File: config.mk
export PLATFORM = sky130hd
export DESIGN_NAME = apu_frame_counter
export DESIGN_NICKNAME = d
export VERILOG_FILES = /design/src/rtl/apu_frame_counter.sv
export SDC_FILE = /design/constraint.sdc
export NUM_CORES = 1
export LEC_CHECK = 0
export ABC_AREA = 1
export CAP_MARGIN = 20
export CORE_MARGIN = 2
export CORE_UTILIZATION = 46
export DETAILED_ROUTE_END_ITERATION = 10
export PLACE_DENSITY = 0.67
export SLEW_MARGIN = 20
export SYNTH_ARGS = -nofsm -noshare
export SYNTH_HDL_FRONTEND = slang
export SYNTH_SLANG_ARGS = --single-unit
File: constraint.sdc
create_clock -name clk -period 2 [get_ports clk]
set_clock_uncertainty 0.2 [all_clocks]
set_input_delay 0.2 -clock clk [delete_from_list [all_inputs] [get_ports clk]]
set_output_delay 0.2 -clock clk [all_outputs]
set_load 0.01 [all_outputs]
File: src/rtl/apu_frame_counter.sv
// apu_frame_counter: CPU-cycle frame sequencer emitting quarter/half-frame strobes and the frame IRQ
module apu_frame_counter #(
   parameter int unsigned      CNT_W   = 16,
   parameter logic [CNT_W-1:0] Q1_STEP = CNT_W'(7456),
   parameter logic [CNT_W-1:0] Q2_STEP = CNT_W'(14912),
   parameter logic [CNT_W-1:0] Q3_STEP = CNT_W'(22370),
   parameter logic [CNT_W-1:0] P4_LAST = CNT_W'(29829),
   parameter logic [CNT_W-1:0] P5_LAST = CNT_W'(37281),
   parameter logic [CNT_W-1:0] P5_QH   = CNT_W'(37280)
) (
   input  logic       clk,
   input  logic       rst_l,
   input  logic       cpu_clk_en,
   input  logic       wr_4017,
   input  logic [7:0] wr_data,
   input  logic       rd_4015,
   output logic       quarter_frame,
   output logic       half_frame,
   output logic       frame_irq
);
   logic [CNT_W-1:0] count_q, count_d;
   logic             mode_q, mode_d, inhibit_q, inhibit_d, irq_q, irq_d, parity_q, parity_d;
   logic             pend_q, pend_d, pend_mode_q, pend_mode_d, qf_q, qf_d, hf_q, hf_d;
   logic [2:0]       delay_q, delay_d;
   logic             apply, wr, rd, at_qh, ev_q, ev_h, irq_set, unused_ok;
   assign unused_ok = ^wr_data[5:0];
   always_comb begin
      wr        = cpu_clk_en && wr_4017;
      rd        = cpu_clk_en && rd_4015;
      apply     = cpu_clk_en && pend_q && delay_q == 3'd1;
      at_qh     = mode_q ? count_q == P5_QH : count_q == P4_LAST;
      ev_q      = cpu_clk_en && (count_q == Q1_STEP || count_q == Q2_STEP || count_q == Q3_STEP || at_qh);
      ev_h      = cpu_clk_en && (count_q == Q2_STEP || at_qh);
      irq_set   = cpu_clk_en && !mode_q && !inhibit_q && (count_q == P4_LAST - 1'b1 || count_q == P4_LAST);
      qf_d      = ev_q || (apply && pend_mode_q);
      hf_d      = ev_h || (apply && pend_mode_q);
      parity_d  = parity_q ^ cpu_clk_en;
      count_d   = !cpu_clk_en ? count_q :
                  (apply || count_q == (mode_q ? P5_LAST : P4_LAST)) ? '0 : count_q + 1'b1;
      mode_d    = apply ? pend_mode_q : mode_q;
      inhibit_d = wr ? wr_data[6] : inhibit_q;
      pend_d    = wr || (pend_q && !apply);
      pend_mode_d = wr ? wr_data[7] : pend_mode_q;
      delay_d   = wr ? (parity_q ? 3'd4 : 3'd3) : (cpu_clk_en && pend_q) ? delay_q - 3'd1 : delay_q;
      irq_d     = (wr && wr_data[6]) ? 1'b0 : irq_set ? 1'b1 : rd ? 1'b0 : irq_q;
   end
   always_ff @(posedge clk) begin
      if (!rst_l) begin
         count_q     <= '0;
         mode_q      <= 1'b0;
         inhibit_q   <= 1'b0;
         irq_q       <= 1'b0;
         parity_q    <= 1'b0;
         pend_q      <= 1'b0;
         pend_mode_q <= 1'b0;
         delay_q     <= 3'd0;
         qf_q        <= 1'b0;
         hf_q        <= 1'b0;
      end else begin
         count_q     <= count_d;
         mode_q      <= mode_d;
         inhibit_q   <= inhibit_d;
         irq_q       <= irq_d;
         parity_q    <= parity_d;
         pend_q      <= pend_d;
         pend_mode_q <= pend_mode_d;
         delay_q     <= delay_d;
         qf_q        <= qf_d;
         hf_q        <= hf_d;
      end
   end
   assign quarter_frame = qf_q;
   assign half_frame    = hf_q;
   assign frame_irq     = irq_q;
endmodule

Word-level counts from Yosys, hierarchy flattened --
Index checks and enable logic that the tools add are counted.
Cells by class: add/subtract/negate cells 2, eq/ne operators 8, multiplexer cells 8, bitwise logic cells 2, reductions and logical operators 27
Operators with widths (count):
- 16-bit by 15-bit == test with 1-bit output, second input constant | 3
- 16-bit 2-to-1 mux | 2
- 16-bit by 1-bit adder with 16-bit output, second input constant | 1
- 16-bit by 13-bit == test with 1-bit output, second input constant | 1
- 16-bit by 14-bit == test with 1-bit output, second input constant | 1
- 16-bit == test | 1
- 16-bit == test, second input constant | 1
- 1-bit logical AND | 12
- 1-bit logical OR | 9
- 3-bit 2-to-1 mux | 3
- 2-bit nonzero test | 2
- 3-bit by 1-bit == test with 1-bit output, second input constant | 1
- 1-bit zero test | 3
- 1-bit 2-to-1 mux | 3
- 3-bit by 1-bit subtractor with 3-bit output, second input constant | 1
- 2-bit OR reduction | 1
- 1-bit inverter | 1
- 1-bit XOR | 1
Word-level totals: flip-flop bits (word level) 27, output and inout bits 3, logic and storage cells 57

Logic depth before layout (Yosys ltp) --
depth after elaboration 6, mapped depth 11, depth with buffers taken out 10

Worst setup path after synthesis --
Ideal clock, no wire load.
path type reg2reg, from register count_q[0], to register count_q[6], arrival time 1.192 ns, required time 1.684 ns, slack 0.491 ns, stages on the path, launching flop included 8, buffers on the path 0, period minus slack after synthesis 1.509 ns, cell sequence dfxtp_1 -> ha_1 -> nand2_1 -> nor2_2 -> inv_1 -> nor3_1 -> xor2_1 -> nor2_2
Between the ends: cells in the longest elaborated chain, start to end 3, elaborated cells on any way between the ends 4, those cells by class 1 x add/sub; 1 x eq/ne; 1 x mux; 1 x reduce/logical
RTL lines:
- from (decl) | RTL line 21 | logic [CNT_W-1:0] count_q, count_d;
- from (signal assigned) | RTL line 60 | count_q <= count_d;
- branches (longest 2 deep; another with 16-bit by 1-bit adder with 16-bit output)
- 16-bit 2-to-1 mux * | RTL line 39 | (apply || count_q == (mode_q ? P5_LAST : P4_LAST)) ? '0 : count_q + 1'b1;
Mark *: on every way between the ends. A chain may end at the register's enable or synchronous reset.

Worst setup path after layout --
Same ends and word-level chain as after synthesis.

==> summary.md <==
| Metric | Value |
|---|---|
| Outcome | complete, no violations |
| Fin. Hold Viols | 0 |
| Initial DRC Count | between 60 and 70 |
| Worst path max stage delay | ~0.45 ns |
| Worst vdd ir | roughly 0.28 mV |
| # rows | 21 |
| Placer Congestion | 0.8749 |
| Delay-heaviest family, CP | simple AND/OR/NAND/NOR gates |
| H-tree levels | 1 |
| GRT Residual Overflow | 0 |
| Routed WL per cell | 10.89 um |
| Pre-CTS setup slack | ~0.065 ns |
| Count of hold-fix buffers inserted at cts | 0 |
| Final setup margin | roughly 0.3 ns |
| Achievable frequency | about 590 MHz |
| TritonCTS clock tree | built |
| Dominant cell type by area after synthesis | dfxtp_1 |
| Cell mode on critical path | nor2_2 |
| Postcts setup bufs | 0 |
| Syn nets | between 200 and 300 |
| Power per Cell Area | 512.1 nW/um^2 |
| RSZ-0062 raised after global routing | no |
| Top cell type's share of synthesized area | 33.46% |
| Die area | ~4000 sq um |
| Worst Path Buf+Inv | 1 |
| CP cell instances | ha_1 -> nand2_1 -> nor2_2 -> inv_1 -> nor3_1 -> xor2_1 -> nor2_2 |
| PostCTS Resize Cnt | 0 |
| Clock root buffer | clkbuf_4 |
| Maximum capacitance violations | 0 |
| Final ANT Viol Nets | 0 |
| Via count | roughly 1400 |
| Core ar. | around 3400 sq um |
| Slew @ Worst Pin | between 0.2 and 0.3 ns |
| DRT Pass-1 Iters | 4 |
| Ports | 16 |
| DRC viols | 0 |
| Critical path arrival | about 1.7 ns |
| Startpoint types | flip-flop |
| Top post-synthesis cells by area | dfxtp_1, nand2_1, nor2_1, nor2_2, xor2_1 |
| DR vias/cell | ~4.7 |
| Die X | between 60 and 70 um |
| Antenna violations before repair | 0 |
| Mapped cell area | approximately 1600 sq um |
| Cts bufs inserted | 3 |
| Global-route wire length before repair | 5733 um |
| Synth Warn # | 0 |
| TNS Setup | 0 ns |
| Clock Tree Buf Depth | 2 |
| Largest net degree at the start of global routing | 17 |
| Sequential element share of the synthesized area | about a third |
| Slew HR | 80.06% |
| Leakage | about 0.7 nW |
| Die H | roughly 63 um |
| Tmin final | 1.696 ns |
| Worst setup path class | reg2reg |
| Clock latency on the worst-skew pair | ~0.32 ns |
| Slowest cell on the critical path | dfxtp_1 |
| Crit. End Element | flip-flop |
| Final Setup Violations | 0 |
| Area Overhead vs Synth | 11.23% |
| Syn Inst Count | about 230 |
| Fin crit share | 84.80% |
| CP required | ~2.0 ns |
| Hold crit path type | in2reg |
| Share of cells above drive strength 1 | 15.60% |
| Syn_area_per_cell | 6.903 sq um |
| Max FO, Critical Path | 5 |
| Number of global-route vias before repair | 1277 |
| Post-Route WL | around 3200 um |
| Tot GR Track Use | ~18% |
| N_diodes | 0 |
| Post-synth cell types | 26 |
| Clk slew on worst S/H paths | 0.15 ns |
| Yosys reg bits | 27 |
| Max-slew violations | 0 |
| Starting density of the core | 48.03% |
| Clk sinks | 27 |
| HPWL after DPL | 2549 um |
| Nets | 270 |
| Port Buffers | 9 |
==> layer usage <==
metal,track usage (%),vias to the layer above,share of wire (%)
met5,0,-,0
met4,4.891,0,0.68
met3,2.143,2,3.2
met2,28.19,16,44
met1,25.33,601,52
li1,-,760,-
==> flip-flops by register name, summed over array words and instances (netlist names) <==
name and cells:
count_q 16, half_frame 1, pend_q 1, parity_q 1
pend_mode_q 1, mode_q 1, inhibit_q 1, delay_q 3
frame_irq 1, quarter_frame 1
==> report_power, final <==
part | internal [mW] | switching [mW] | total, mW
clock network | 0.0749 | 0.163 | 0.238
logic | 0.0504 | 0.0655 | 0.116
registers | 0.554 | 0.0125 | 0.566
total | 0.679 | 0.241 | 0.920
==> cells in the final DEF (no fill, tap or decap) <==
master and instances:
nor2_4 2, xnor2_1 1, clkinv_2 1, a211oi_1 2
clkbuf_4 3, and2_1 1, nand4_2 1, nor3b_1 1
inv_1 26, dfxtp_1 27, a21oi_1 7, nand2_2 4
inv_2 4, or2_2 1, buf_4 5, nand2_1 55
nand2_4 1, o21bai_1 2, ha_1 6, nand4_1 4
nor2_2 17, nor3_1 6, nand3_1 13, clkdlybuf4s50_1 9
xor2_1 12, o21ai_1 1, nor2_1 34, o21ai_0 4
==> worst register-to-register path: cells and delay by family, from the launching register on <==
family	cells	cell delay [ns]
xor+xnor	1	0.19
buf+inv	1	0.08
fa+ha+maj	1	0.20
simple gates	4	0.47
flops	1	0.45
==> metrics by stage <==
step / utilization (%) / hold WS, ns / instances / instance area (sq um) / power (mW)
6_report: 53.42 / 0.2382 / 296 / 1797 / 0.9201
5_1_grt: 53.42 / 0.2181 / 296 / 1797 / 0.9777
4_1_cts: 53.42 / 0.2335 / 296 / 1797 / 0.9265
3_5_place_dp: 52.60 / 0.2600 / 292 / 1769 / 0.6943
3_3_place_gp: 52.60 / 0.2496 / 292 / 1769 / 0.6933
2_1_floorplan: - / 0.1230 / 234 / 1615 / 0.6583
==> cell type report <==
cell class / count / area [sq um]
Clock buffer: 3 / 22.52
Clock inverter: 1 / 5.005
Fill cell: 367 / 1567
Inverter: 30 / 112.6
Multi-Input combinational cell: 175 / 930.9
Sequential cell: 27 / 540.5
Tap cell: 46 / 57.56
Timing Repair Buffer: 14 / 127.6
==> final timing paths <==
check / startpoint / endpoint / slack (ns) / depth (start not counted)
setup / recovery: count_q[0] / count_q[6] / 0.30 / 7
hold / removal: wr_data[6] / inhibit_q / 0.24 / 3
setup reg to reg: count_q[0] / count_q[6] / 0.30 / 7
hold reg to reg: frame_irq / frame_irq / 0.28 / 2
==> synth_stat cells <==
master     n
a211oi_1   2
a21oi_1    7
and2_1     1
buf_12     1
buf_6      1
dfxtp_1   27
ha_1       6
inv_1     26
inv_2      4
nand2_1   55
nand2_2    4
nand2_4    1
nand3_1   13
nand4_1    4
nand4_2    1
nor2_1    34
nor2_2    17
nor2_4     2
nor3_1     6
nor3b_1    1
o21ai_0    4
o21ai_1    1
o21bai_1   2
or2_2      1
xnor2_1    1
xor2_1    12
==> cell families after synthesis <==
family / Yosys count / synth area share, %
flip-flops: 27 / 33.46
AO/OA/AOI/OAI: 16 / 5.576
AND/OR/NAND/NOR: 140 / 40.36
adder cells (fa/ha/maj): 6 / 4.647
buffers and inverters: 32 / 8.907
XOR/XNOR: 13 / 7.049
No activity file was read; power rests on OpenSTA's default activity.
